==> config.mk <==
export PLATFORM = sky130hd
export DESIGN_NAME = rvtu_mem_arb_n
export DESIGN_NICKNAME = d
export VERILOG_FILES = /design/src/rtl/rvtu_mem_arb_n.sv
export SDC_FILE = /design/constraint.sdc
export NUM_CORES = 1
export LEC_CHECK = 0
export BUFFER_PORTS_ARGS = -buffer_cell sky130_fd_sc_hd__buf_4
export CAP_MARGIN = 20
export CORE_MARGIN = 4
export CORE_UTILIZATION = 35
export CTS_CLUSTER_DIAMETER = 50
export DETAILED_ROUTE_END_ITERATION = 8
export PLACE_DENSITY = 0.74
export SYNTH_ARGS = -nofsm -noshare
export SYNTH_HDL_FRONTEND = slang
export SYNTH_SLANG_ARGS = --single-unit
==> constraint.sdc <==
create_clock -name clk -period 1.36 [get_ports clk]
set_input_delay 0.204 -clock clk [delete_from_list [all_inputs] [get_ports clk]]
set_output_delay 0.204 -clock clk [all_outputs]
set_load 0.1 [all_outputs]
==> src/rtl/rvtu_mem_arb_n.sv <==
// rvtu_mem_arb_n: merges NREQ hold-until-resp requesters onto one cache port.
// Optional bus watchdog is built when RVTU_MEM_ARB_WDOG_EN is defined.
module rvtu_mem_arb_n #(
  parameter int NREQ      = 2,
  parameter int AW        = 32,
  parameter int DW        = 32,
  parameter int PRIO_MODE = 0,
  parameter int WDOG_CYC  = 1024
) (
  input  logic                      clk,
  input  logic                      rst,
  input  logic                      stall,
  input  logic [NREQ*AW-1:0]        r_maddr,
  input  logic [NREQ-1:0]           r_mrd,
  input  logic [NREQ*DW/8-1:0]      r_mwr,
  input  logic [NREQ*DW-1:0]        r_mwdata,
  output logic [NREQ-1:0]           r_mresp,
  output logic [DW-1:0]             r_mrdata,
  output logic [AW-1:0]             c_maddr,
  output logic                      c_mrd,
  output logic [DW/8-1:0]           c_mwr,
  output logic [DW-1:0]             c_mwdata,
  input  logic                      c_mresp,
  input  logic [DW-1:0]             c_mrdata,
  output logic [$clog2(NREQ)-1:0]   gnt_id,
  output logic                      busy,
  output logic                      wdog_err
);
  localparam int MW = DW / 8;
  localparam int GW = $clog2(NREQ);

  typedef enum logic [0:0] {IDLE = 1'b0, BUSY = 1'b1} state_t;

  state_t          state_r;
  logic [GW-1:0]   gnt_r;
  logic [GW-1:0]   ptr_r;
  logic [GW-1:0]   base_s;
  logic [GW-1:0]   win_s;
  logic [GW:0]     sum_s;
  logic            win_vld_s;
  logic [NREQ-1:0] pend_s;
  logic            own_pend_s;
  logic            abandon_r;
  logic            wdog_hit_s;
  logic [AW-1:0]   win_addr_s;
  logic [MW-1:0]   win_mwr_s;
  logic [DW-1:0]   win_wdata_s;
  logic [AW-1:0]   c_maddr_r;
  logic            c_mrd_r;
  logic [MW-1:0]   c_mwr_r;
  logic [DW-1:0]   c_mwdata_r;
  logic            busy_r;

  // Pending = read strobe or any byte-write strobe.
  always_comb begin
    pend_s = '0;
    for (int i = 0; i < NREQ; i++) begin
      pend_s[i] = r_mrd[i] | (|r_mwr[i*MW +: MW]);
    end
  end

  // Winner search: nearest pending index after base, wrapping. Fixed priority is
  // the same scan anchored at NREQ-1, so index 0 is always looked at first.
  always_comb begin
    base_s    = (PRIO_MODE == 1) ? GW'(NREQ - 1) : ptr_r;
    win_s     = '0;
    win_vld_s = 1'b0;
    sum_s     = '0;
    for (int k = NREQ; k >= 1; k--) begin
      sum_s     = {1'b0, base_s} + (GW+1)'(k);
      sum_s     = (sum_s >= (GW+1)'(NREQ)) ? (sum_s - (GW+1)'(NREQ)) : sum_s;
      win_s     = pend_s[sum_s[GW-1:0]] ? sum_s[GW-1:0] : win_s;
      win_vld_s = win_vld_s | pend_s[sum_s[GW-1:0]];
    end
  end

  // Payload of the selected requester and strobe status of the current owner.
  always_comb begin
    win_addr_s  = '0;
    win_mwr_s   = '0;
    win_wdata_s = '0;
    for (int i = 0; i < NREQ; i++) begin
      win_addr_s  = (win_s == GW'(i)) ? r_maddr[i*AW +: AW]  : win_addr_s;
      win_mwr_s   = (win_s == GW'(i)) ? r_mwr[i*MW +: MW]    : win_mwr_s;
      win_wdata_s = (win_s == GW'(i)) ? r_mwdata[i*DW +: DW] : win_wdata_s;
    end
    own_pend_s = pend_s[gnt_r];
  end

`ifdef RVTU_MEM_ARB_WDOG_EN
  localparam int CW = $clog2(WDOG_CYC + 1);
  logic [CW-1:0] wdog_cnt_r;
  logic          wdog_err_r;

  assign wdog_hit_s = (state_r == BUSY) && (wdog_cnt_r == CW'(WDOG_CYC - 1));

  // Watchdog: counts BUSY cycles, error latches until reset.
  always_ff @(posedge clk or negedge rst) begin
    if (!rst) begin
      wdog_cnt_r <= '0;
      wdog_err_r <= 1'b0;
    end else begin
      wdog_cnt_r <= (state_r == BUSY) ? (wdog_cnt_r + CW'(1)) : '0;
      wdog_err_r <= wdog_err_r | (wdog_hit_s & ~c_mresp);
    end
  end

  assign wdog_err = wdog_err_r;
`else
  assign wdog_hit_s = 1'b0;
  assign wdog_err   = 1'b0;
`endif

  // Arbitration FSM with registered cache-side outputs.
  always_ff @(posedge clk or negedge rst) begin
    if (!rst) begin
      state_r    <= IDLE;
      c_maddr_r  <= '0;
      c_mrd_r    <= 1'b0;
      c_mwr_r    <= '0;
      c_mwdata_r <= '0;
      gnt_r      <= '0;
      busy_r     <= 1'b0;
      abandon_r  <= 1'b0;
      ptr_r      <= GW'(NREQ - 1);
    end else begin
      case (state_r)
        IDLE: begin
          if (!stall && win_vld_s) begin
            c_maddr_r  <= win_addr_s;
            c_mwdata_r <= win_wdata_s;
            c_mwr_r    <= win_mwr_s;
            c_mrd_r    <= ~(|win_mwr_s);
            gnt_r      <= win_s;
            busy_r     <= 1'b1;
            abandon_r  <= 1'b0;
            state_r    <= BUSY;
          end else begin
            c_mrd_r <= 1'b0;
            c_mwr_r <= '0;
            busy_r  <= 1'b0;
          end
        end
        BUSY: begin
          // A response in the watchdog's final cycle still completes normally.
          if (c_mresp || wdog_hit_s) begin
            c_mrd_r   <= 1'b0;
            c_mwr_r   <= '0;
            busy_r    <= 1'b0;
            abandon_r <= 1'b0;
            ptr_r     <= gnt_r;
            state_r   <= IDLE;
          end else begin
            abandon_r <= abandon_r | ~own_pend_s;
          end
        end
        default: begin
          state_r <= IDLE;
          c_mrd_r <= 1'b0;
          c_mwr_r <= '0;
          busy_r  <= 1'b0;
        end
      endcase
    end
  end

  // Completion is steered to the owner unless it walked away.
  always_comb begin
    r_mresp = '0;
    if ((state_r == BUSY) && c_mresp && !abandon_r) begin
      r_mresp[gnt_r] = 1'b1;
    end else begin
      r_mresp = '0;
    end
  end

  assign r_mrdata = c_mrdata;
  assign c_maddr  = c_maddr_r;
  assign c_mrd    = c_mrd_r;
  assign c_mwr    = c_mwr_r;
  assign c_mwdata = c_mwdata_r;
  assign gnt_id   = gnt_r;
  assign busy     = busy_r;

endmodule

==> reports/results.ini <==
[timing]
setup_ws_ns=-0.185
slew_viol_final=0
hold_violations=0
fin_crit_ns=1.54
setup_viol=75
rsz0062_at_grt=true
fin_setup_tns_ns=-8.70
clock.fmax_ghz=0.647
fin_skew_ns=0.00948
period_share=1.14

[cts]
cts.sinks=74
clk_pin_slew_ns=0.08
cts_tree=built
htreeDepth=3
clockBufferDepth=2
clock_latency_ns=0.35
cts_buffers=9
cts-root-buf=clkbuf_8

[logic_synthesis]
synth.most_common_cell=dfrtp_1
yosys-top-cells-count=dfrtp_1 (73), nand2_1 (72), mux2i_1 (65)
synthArstFlopShare=1.00
synth_area_sq_um=3710
synth_top_area_frac=0.492
yosys-top-cells-area=dfrtp_1 (49%), mux2i_1 (18%), buf_4 (8.7%)
synth-xor-area-share=0
ys_seq_area_frac=0.499
ys_types=31
synth_fa_ha_area_frac=0
avgSynthCellArea_sq_um=10.2
ys_seq_elements=74
yosys.area_share.simple=0.0937
yosysTopAreaCell=dfrtp_1
syn_nets=537
synth-edff-count=0
netlist_instances=363
synthMuxAreaShare=0.178
synth-compound-area-share=0.118
synth_top_family_by_area=multiplexers
synth_ff_type=dfrtp_1
yosysWarningCount=0

[finish]
finalNonFillerCells=718
final_layout_size_suffix_gt1_frac=0.512
area_growth_pct=65.1
final_core_util=0.594
nets=751
seq_area_sq_um=1860
multi_input_area_sq_um=1580
n_antenna_cell=0
fillers=837

[drt]
wl_um=12000
drc_errors=0
via_per_inst=4.75
wl_per_cell_um=16.7
firstDrtPassIters=4
antenna_left=0
drtIter0Drc=106
vias=3413

[critical_path]
r2r-end=c_mwdata[1]
path_class=primary input to register
crit_path_start_kind=primary input
reg2reg_from=base_s
arrival_ns=1.78
end_kind=register
worstPathRequired_ns=1.59
crit_fanout=8
r2r_slack_ns=-0.15
rr_worst_depth=6
startpoint=r_mwr[3]

[global_route]
grt_max_degree=75
track_usage=0.177
overflow=0
grt_pass1_wl_um=17700
grt_pass1_vias=3544
antenna_found_initial=0

[status]
violations=setup timing
status=complete, but fails checks

[floorplanning]
die_w_um=111
core_area_sq_um=10300
row_count=37
die_area_sq_um=12300
pin_count=280
initial_core_util=0.360
die_height_um=111

[run]
timing.max_cap.violations=0

[pwr]
pwr_density_cell_nw_per_um2=2500
leakage_nw=3.12
power_mw=15.3
irDropWorstVdd_v=0.00167

[placement]
numPortBuffers=214
post-dp-hpwl_um=7860
dp_slack_ns=-0.568
place.gp.congestion=0.854
dp_cells=680

[worst_hold_path]
hold_class=primary input to register
hp-start=r_maddr[60]
holdPathStages=3
holdPathEnd=c_maddr[28]

-- critical path: stages --
cell and delay (ns):
buf_6 0.09, or4_4 0.56, o21ai_4 0.22, nand2_8 0.12, buf_12 0.15, clkbuf_16 0.16
mux2i_1 0.18, o21ai_1 0.09
-- cells in the final DEF (no fill, tap or decap), drive strengths merged --
master / instances
bufinv: 2
mux2i: 65
buf: 250
nor4: 1
dlygate4sd3: 1
a211o: 2
dfrtp: 73
inv: 1
a21o: 1
or2: 2
conb: 1
bufbuf: 2
nor2: 2
or4: 2
o22a: 1
a22oi: 3
clkinvlp: 1
clkbuf: 16
a21oi: 3
nor3: 1
nor2b: 1
dfstp: 1
o21ai: 71
mux2: 1
a32o: 1
nand2: 73
clkinv: 2
nor3b: 2
-- sequential cells by signal (all words and copies together) (netlist names) --
register	flops
c_maddr	32
gnt_id	1
busy	1
base_s	1
c_mwr	4
c_mrd	1
abandon_r	1
c_mwdata	32
state_r	1
-- worst max-delay path by stage --
| stage | endpoint | slack [ns] | depth (start not counted) |
|---|---|---|---|
| finish | c_mwdata[1] | -0.18 | 8 |
| global route | c_mwdata[1] | -0.24 | 8 |
| CTS | c_mwdata[13] | -0.16 | 8 |
| detailed placement | c_maddr[26] | -0.57 | 7 |
| global placement | c_mrd | -0.50 | 7 |
| floorplan | r_mresp[1] | -0.39 | 1 |
-- report_power, final --
group | leakage, nW | total (mW) | switching (mW) | internal [mW]
Combinational | 2.10 | 10.1 | 7.08 | 2.98
Sequential | 0.916 | 3.36 | 0.440 | 2.92
Clock | 0.109 | 1.90 | 0.825 | 1.08
-- cells by family after synthesis --
| logic type | count (synthesis) |
|---|---|
| compound gates | 81 |
| buf+inv | 57 |
| flops | 74 |
| mux | 66 |
| other cells | 1 |
| simple gates | 84 |
-- layout make-up --
| class | count | area share |
|---|---|---|
| Clock buffer | 11 | 0.0231 |
| Clock inverter | 5 | 0.0127 |
| Inverter | 1 | 0.000612 |
| Multi-Input combinational cell | 233 | 0.257 |
| Sequential cell | 74 | 0.303 |
| Tap cell | 136 | 0.0278 |
| Timing Repair Buffer | 258 | 0.376 |
-- per-layer routing --
| layer | wire [um] | up-vias | global-route usage |
|---|---|---|---|
| met5 | 0 | - | 0 |
| met4 | 244 | 0 | 0.0698 |
| met3 | 1060 | 22 | 0.0628 |
| met2 | 6230 | 172 | 0.306 |
| met1 | 4440 | 1574 | 0.199 |
| li1 | - | 1645 | - |
-- timing repair --
action,CTS,global route
setup buffers,8,2
endpoints found under the setup margin,72,75
cloned,5,8
pin swaps,3,8
gates resized for setup,27,14
hold buffers,1,0
hold endpoints to repair,73,0
-- stage by stage --
step	cell area [sq um]	hold slack [ns]
3_3_place_gp	5400	0.254
3_5_place_dp	5400	0.256
6_report	6130	0.122
5_1_grt	6130	0.112
4_1_cts	5940	0.102
2_1_floorplan	3820	-0.0916
No activity file was read; power rests on OpenSTA's default activity.
